## src/rtl/ssd_pkg.sv

```systemverilog
// Shared constants and types for the seven-segment scan driver.
// Segment patterns are active-low, bit order {g,f,e,d,c,b,a}.
package ssd_pkg;

  localparam int NUM_DIGITS = 8;

  localparam logic [6:0] SEG_BLANK = 7'h7F;

  localparam logic [6:0] SEG_0 = 7'h40;
  localparam logic [6:0] SEG_1 = 7'h79;
  localparam logic [6:0] SEG_2 = 7'h24;
  localparam logic [6:0] SEG_3 = 7'h30;
  localparam logic [6:0] SEG_4 = 7'h19;
  localparam logic [6:0] SEG_5 = 7'h12;
  localparam logic [6:0] SEG_6 = 7'h02;
  localparam logic [6:0] SEG_7 = 7'h78;
  localparam logic [6:0] SEG_8 = 7'h00;
  localparam logic [6:0] SEG_9 = 7'h10;
  localparam logic [6:0] SEG_A = 7'h08;
  localparam logic [6:0] SEG_B = 7'h03;
  localparam logic [6:0] SEG_C = 7'h46;
  localparam logic [6:0] SEG_D = 7'h21;
  localparam logic [6:0] SEG_E = 7'h06;
  localparam logic [6:0] SEG_F = 7'h0E;

  // One complete display image; shadow and active copies share this shape.
  typedef struct packed {
    logic [4*NUM_DIGITS-1:0] value;
    logic [NUM_DIGITS-1:0]   digit_en;
    logic [NUM_DIGITS-1:0]   dp_en;
  } disp_t;

endpackage

```

## src/rtl/ssd_hex_decoder.sv

```systemverilog
// Combinational hex nibble to active-low seven-segment cathode pattern.
module ssd_hex_decoder
  import ssd_pkg::*;
(
  input  logic [3:0] nibble,
  output logic [6:0] seg
);

  always_comb begin
    // NOTE: a default assignment ahead of the case keeps every path driven, so no latch is inferred.
    seg = SEG_BLANK;
    case (nibble)
      4'h0: seg = SEG_0;
      4'h1: seg = SEG_1;
      4'h2: seg = SEG_2;
      4'h3: seg = SEG_3;
      4'h4: seg = SEG_4;
      4'h5: seg = SEG_5;
      4'h6: seg = SEG_6;
      4'h7: seg = SEG_7;
      4'h8: seg = SEG_8;
      4'h9: seg = SEG_9;
      4'hA: seg = SEG_A;
      4'hB: seg = SEG_B;
      4'hC: seg = SEG_C;
      4'hD: seg = SEG_D;
      4'hE: seg = SEG_E;
      4'hF: seg = SEG_F;
    endcase
  end

endmodule

```

## src/rtl/ssd_scan_driver.sv

```systemverilog
// Eight-digit multiplexed seven-segment driver with blanking, leading-zero
// suppression, blink and a frame-aligned load/pending handshake.
module ssd_scan_driver
  import ssd_pkg::*;
#(
  parameter int N_SCAN  = 17,
  parameter int N_BLANK = 1024,
  parameter int N_BLINK = 26
) (
  input  logic        board_clk,
  input  logic        Reset,
  input  logic        Load,
  input  logic [31:0] Value,
  input  logic [7:0]  DigitEn,
  input  logic [7:0]  DpEn,
  input  logic        Blink,
  input  logic        LzSuppress,
  output logic [7:0]  An,
  output logic [6:0]  Cath,
  output logic        Dp,
  output logic        Pending,
  output logic        Frame
);

  localparam logic [N_SCAN-1:0] BLANK_END = N_SCAN'(N_BLANK);

  disp_t               shadow;
  disp_t               active;
  disp_t               in_data;
  logic [N_SCAN-1:0]   slot_cnt;
  logic [2:0]          idx;
  logic [N_BLINK-1:0]  blink_cnt;

  logic                tick;
  logic                frame_tick;
  logic [3:0]          cur_nibble;
  logic [6:0]          cur_seg;
  logic [NUM_DIGITS-1:0] lz_mask;
  logic                lit;

  assign in_data    = '{value: Value, digit_en: DigitEn, dp_en: DpEn};
  assign tick       = (slot_cnt == '1);
  assign frame_tick = tick && (idx == 3'd7);
  assign cur_nibble = active.value[{idx, 2'b00} +: 4];

  ssd_hex_decoder u_hex_decoder (
    .nibble (cur_nibble),
    .seg    (cur_seg)
  );

  // Digit k (k >= 1) is a leading zero when it and every enabled digit above it are zero.
  always_comb begin
    logic higher_nz;
    lz_mask   = '0;
    higher_nz = 1'b0;
    for (int k = NUM_DIGITS - 1; k >= 1; k--) begin
      if (!higher_nz && (active.value[4*k +: 4] == 4'h0)) lz_mask[k] = 1'b1;
      if (active.digit_en[k] && (active.value[4*k +: 4] != 4'h0)) higher_nz = 1'b1;
    end
  end

  assign lit = (slot_cnt >= BLANK_END)
            && active.digit_en[idx]
            && !(LzSuppress && lz_mask[idx])
            && !(Blink && blink_cnt[N_BLINK-1]);

  // Scan position, blink phase and the shadow/active handshake.
  always_ff @(posedge board_clk or posedge Reset) begin
    if (Reset) begin
      shadow    <= '0;
      active    <= '0;
      slot_cnt  <= '0;
      idx       <= '0;
      blink_cnt <= '0;
      Pending   <= 1'b0;
      Frame     <= 1'b0;
    end else begin
      // NOTE: non-blocking assignments let every register here see the pre-edge values of the others.
      slot_cnt  <= slot_cnt + N_SCAN'(1);
      blink_cnt <= blink_cnt + N_BLINK'(1);
      if (tick) idx <= idx + 3'd1;

      // Shadow also takes a coincident load so the next transfer cannot revert it.
      if (Load) shadow <= in_data;

      if (frame_tick) begin
        active  <= Load ? in_data : shadow;
        Pending <= 1'b0;
      end else if (Load) begin
        Pending <= 1'b1;
      end

      Frame <= frame_tick;
    end
  end

  // Registered pin drivers: one cycle behind the scan state above.
  always_ff @(posedge board_clk or posedge Reset) begin
    if (Reset) begin
      An   <= 8'hFF;
      Cath <= SEG_BLANK;
      Dp   <= 1'b1;
    end else if (lit) begin
      An   <= ~(8'b0000_0001 << idx);
      Cath <= cur_seg;
      Dp   <= ~active.dp_en[idx];
    end else begin
      An   <= 8'hFF;
      Cath <= SEG_BLANK;
      Dp   <= 1'b1;
    end
  end

endmodule
```

## config.mk

```make
export PLATFORM = sky130hd
export DESIGN_NAME = ssd_scan_driver
export DESIGN_NICKNAME = d
export VERILOG_FILES = /design/src/rtl/ssd_pkg.sv /design/src/rtl/ssd_hex_decoder.sv /design/src/rtl/ssd_scan_driver.sv
export SDC_FILE = /design/constraint.sdc
export NUM_CORES = 1
export LEC_CHECK = 0
export ABC_AREA = 1
export BUFFER_PORTS_ARGS = -buffer_cell sky130_fd_sc_hd__buf_2
export CORE_MARGIN = 3
export CORE_UTILIZATION = 60
export CTS_BUF_LIST = sky130_fd_sc_hd__clkbuf_4
export CTS_CLUSTER_SIZE = 10
export DETAILED_ROUTE_END_ITERATION = 12
export GPL_ROUTABILITY_DRIVEN = 1
export PLACE_DENSITY = 0.81
export REMOVE_ABC_BUFFERS = 1
export SYNTH_ARGS = -nofsm -noshare
export SYNTH_HDL_FRONTEND = slang
export SYNTH_SLANG_ARGS = --single-unit
```

## constraint.sdc

```tcl
create_clock -name board_clk -period 14.7 [get_ports board_clk]
set_input_delay 2.94 -clock board_clk [delete_from_list [all_inputs] [get_ports board_clk]]
set_output_delay 2.94 -clock board_clk [all_outputs]
set_load 0.005 [all_outputs]
```

=== Word-level counts from Yosys, hierarchy flattened ===
Memories as Yosys holds them, arrays and structs flattened.
Index checks and enable logic that the tools add are counted.

* Memories kept: 1
* Register bits: 160
* Memory bits (writable): 0
* Word-level logic and storage cells: 91
* Output and inout bits: 18
* ROM bits: 112
* Latch bits: 0

{| class="wikitable"
|+ Memories
! name !! depth !! width !! rd ports !! clocked after memory_dff !! write ports !! RTL line !! source
|-
| (no name shown) || 16 || 7 || 1 || 0 || 0 || ssd_hex_decoder.sv:12 || <nowiki>case (nibble)</nowiki>
|}

* Add/sub/neg operators: 3
* Divide/modulo/power cells: 0
* Order comparisons: 2
* Reduce and logical (&&, ||, !) cells: 40
* Shifts and indexed selects: 2
* Multiplexer cells: 25
* Equality and inequality tests: 2
* Bitwise operators: 2
* Multiply operators: 0

{| class="wikitable"
|+ Operators with widths
! kind !! number
|-
| $mux 48 || 1
|-
| $shiftx 32x6->4 || 1
|-
| $logic_not 4->1 || 7
|-
| $add 26x1->26 const B || 1
|-
| $reduce_bool 4->1 || 6
|-
| $mux 1 || 19
|-
| $logic_and 1x1->1 || 18
|-
| $add 17x1->17 const B || 1
|-
| $eq 17x17->1 const B || 1
|-
| $ge 17x11->1 const B || 1
|-
| $bmux 1 s3 || 3
|-
| $logic_not 1->1 || 8
|-
| $mux 8 || 1
|-
| $not 8->8 || 1
|-
| $shl 1x3->8 const A || 1
|-
| $mux 7 || 1
|-
| $lt 3x4->1 const B || 1
|-
| $add 3x1->3 const B || 1
|-
| $eq 3x3->1 const B || 1
|-
| $reduce_bool 2->1 || 1
|-
| $not 1->1 || 1
|}

=== Logic depth before layout (Yosys ltp) ===
* Depth in word-level cells: 18
* Depth in mapped cells: 14

=== By module ===
Synthesis repeated with hierarchy kept, for this count alone.

* Cells, all modules: 833
* Area, all modules: 7294.5 um2

{| class="wikitable"
|+ By module, submodules not included
! module !! cells an instance !! area an instance (um2) !! instances
|-
| ssd_scan_driver || 784 || 7020.5 || 1
|-
| ssd_hex_decoder || 49 || 274.0 || 1
|}

=== Worst setup path before layout ===
OpenSTA, ideal clock, no wires.

* Path kind: input to register
* Start: input port Load
* End: register active[11] (netlist bit)
* Arrival: 3.825 ns
* Setup slack: 10.792 ns
* Setup time: 0.083 ns
* Stages: 8
* Buffers on the path: 3
* Path through: clkbuf_1 -> inv_1 -> clkbuf_1 -> buf_2 -> nand2_1 -> nand2_1 -> nand2_1 -> o21ai_0

* Longest elaborated chain between the ends: 1

{| class="wikitable"
|+ Ends and longest elaborated chain
! element !! RTL line !! source
|-
| from (decl) || ssd_scan_driver.sv:12 || <nowiki>input logic Load,</nowiki>
|-
| $mux 48 || - ||
|-
| to (signal assigned) || ssd_scan_driver.sv:87 || <nowiki>active <= Load ? in_data : shadow;</nowiki>
|-
| to (decl) || ssd_scan_driver.sv:28 || <nowiki>disp_t active;</nowiki>
|}

No other way between the ends.
A chain may end at the register's enable or synchronous reset.

=== Worst setup path in the final report ===
* Start: register An[3]
* End: output port An[3]

{| class="wikitable"
|+ RTL lines
! element !! RTL line !! source
|-
| from (decl) || ssd_scan_driver.sv:18 || <nowiki>output logic [7:0] An,</nowiki>
|-
| from (signal assigned) || ssd_scan_driver.sv:104 || <nowiki>An <= ~(8'b0000_0001 << idx);</nowiki>
|}

No word-level cell between the ends.

==> metrics <==
status=finished, final reports clean; Main synth FF type=dfrtp_1; hold crit path type=flop to flop; fraction of registers with async set/reset=100.0%; maxcap violations=0; Area Overhead vs Synth=9.215%; worst-margin pin slew=0.8564 ns; Post-Syn Area=between 0.007 and 0.008 mm2; RSZ-0062 raised after global routing=no; Yosys reg bits=160; Clock Path Buffers=2; Critical Path RT=11.76 ns; worst skew pair latency=0.56 ns; CTS tree=yes; slowest CP cell=dfstp_2; average cell area after synthesis=8.582 um2; antenna violations before repair=0; via/cell ratio=5.147; setup TNS=0 ns; minimum clock period=just over 4 ns; crit-path max cell delay=0.55 ns; hold depth=1; GRT Total Usage=a little under a quarter; # fillers=955; dpl hpwl=9.890 mm; TritonCTS Sinks=160; Total Power=roughly 0.75 mW; drt total wl=14.62 mm; DRC viols=0; Tcrit/Tclk final=28.26%; crit-path max FO=1; hold path start=slot_cnt[0]; Mapped Cells=856; Worst Setup SP=An[3]; vias in the first global route=5,453; clk slew on worst S/H paths=between 0.1 and 0.15 ns; H-tree depth=4; end of the worst hold path=slot_cnt[0]; Final nets=between 900 and 1,000; routability cong.=0.8610; port bufs=70; post-synth top area share=49.05%; headroom to the max-slew limit=42.91%; Reg2Reg Setup Slack=between 10 and 15 ns; DIE WIDTH=116.7 um; share of layout cells above drive strength 1=about 16%; skew final=0.01500 ns; chip height=116.7 um; FMAX=240.7 MHz; Pre-antenna DRT Iters=5; crit-path cells=buf_2; 1st-iter DRT viols=338; post-route ant nets=0; post-cts repair resize count=0; antenna cells=0; Die Area=0.01361 mm2; Post-synth EDFFs=0; Final Non-Filler Cells=1,075; Hold-fix buffers, CTS=0; post-synthesis cell type count=38; Inst Count DP=1,043; YS warnings=0; grt ovf=0; crit end category=output port; r2r startpoint=slot_cnt[1]; Setup crit start kind=flop; I/O pin count=71; Slew Limit Fails=0; CORE AREA=between 0.01 and 0.015 mm2; pre-CTS setup slack=~10 ns; Clk Tree Root Cell=clkbuf_4; via count=about 5,500; crit path setup slack, layout=10.55 ns; Reg2Reg Depth=13; first-pass GRT wire length=24.61 mm; largest net degree at the start of global routing=99; CP Class=flop to output port; Worst Path Arrival=1.21 ns; maximum VDD drop=0.1036 mV; leading area contributor after synthesis=dfrtp_1; synth top area cells=dfrtp_1 49%, nand2_1 16%, dfstp_2 5.7%, inv_1 3.5%, nor2_1 3.4%; Pwr per Cell Area=92.91 mW/mm2; cts bufs inserted=17; Post CTS Setup Buffer Count=0; crit-path leading delay family=flip-flops; WP buf/inv=1; row count=39; final setup fails=0; Leak=between 3 and 4 nW; RR Endpoint=active[4]; Seq/Total Area, Yosys=between 50% and 60%; Final Hold Viols=0; routed len/inst=roughly 14 um; Initial Utilization=62.72%
## layout by cell type, fill, tap and decap left out, types with 4 or more instances in the layout
| cell | count |
|---|---|
| clkbuf_4 | 18 |
| xnor2_1 | 13 |
| a31oi_1 | 18 |
| ha_1 | 16 |
| nand4_1 | 5 |
| nor3_1 | 10 |
| nand3_2 | 4 |
| dfstp_2 | 16 |
| inv_2 | 4 |
| nand2_1 | 312 |
| clkinvlp_4 | 5 |
| buf_4 | 5 |
| nand3_1 | 40 |
| nor4_1 | 4 |
| xor2_1 | 23 |
| a21oi_1 | 10 |
| o211ai_1 | 5 |
| o21ai_0 | 35 |
| inv_1 | 68 |
| nor2_1 | 66 |
| dfrtp_1 | 144 |
| buf_2 | 70 |
| nand2_2 | 12 |
## Yosys cell counts (12+ instances only)
cell type / number
inv_1: 69
dfstp_2: 16
o21ai_0: 35
nand2_1: 312
nand2_2: 12
a31oi_1: 18
nor2_1: 66
ha_1: 16
clkbuf_1: 13
xor2_1: 23
xnor2_1: 13
nand3_1: 40
dfrtp_1: 144
## kinds of logic (layout without fill, tap and decap cells)
kind of cell / count (synthesis) / after routing / synth area share (%)
flip-flops: 160 / 160 / 54.78
AO/OA/AOI/OAI: 75 / 75 / 5.826
adder cells (fa/ha/maj): 16 / 16 / 2.725
buffers and inverters: 106 / 182 / 6.183
XOR/XNOR: 36 / 36 / 4.292
AND/OR/NAND/NOR: 463 / 463 / 26.20
## worst max-delay path by stage
stage,to,depth (start not counted)
3_3_place_gp,active[35],8
2_1_floorplan,Frame,1
6_report,An[3],1
3_5_place_dp,active[39],8
4_1_cts,An[3],1
5_1_grt,active[42],8
## per-stage QoR
step           util [%]  hold WS, ns  instance area (um2)
6_report          68.50       0.4773                 8023
5_1_grt           68.50       0.5010                 8023
4_1_cts           68.50       0.4789                 8023
3_5_place_dp      66.13       0.4553                 7745
3_3_place_gp      66.13       0.4473                 7745
2_1_floorplan         -       0.4364                 7173
## per-layer routing
metal | GRT usage, % | part of all wire [%] | routed length (um)
met5 | 0 | 0 | 0
met4 | 7.645 | 1.6 | 231
met3 | 5.596 | 4.6 | 670
met2 | 38.75 | 49 | 7178
met1 | 30.10 | 45 | 6535
## state kept, by name (all words and copies together), names as in the netlist
| register | count |
|---|---|
| Cath | 7 |
| slot_cnt | 17 |
| blink_cnt | 26 |
| active | 48 |
| Pending | 1 |
| Dp | 1 |
| An | 8 |
| idx | 3 |
| shadow | 48 |
| Frame | 1 |
## where the power goes
part	internal (mW)	leakage (nW)	switching [mW]
Combinational	0.0110	1.99	0.0249
Sequential	0.452	1.81	0.00297
Clock	0.102	0.138	0.153
Total	0.564	3.93	0.181
## cell type report
| type | instances | area (um2) | area share [%] |
|---|---|---|---|
| clock inverters | 14 | 142.6 | 1.778 |
| flip-flops and latches | 160 | 4024 | 50.16 |
| repair buffers | 75 | 387.9 | 4.835 |
| well taps | 143 | 178.9 | 2.230 |
| clock buffers | 18 | 135.1 | 1.684 |
| inverters | 75 | 286.5 | 3.571 |
| multi-input cells | 590 | 2868 | 35.75 |
Note: power is estimated with default switching activity, not from simulation.
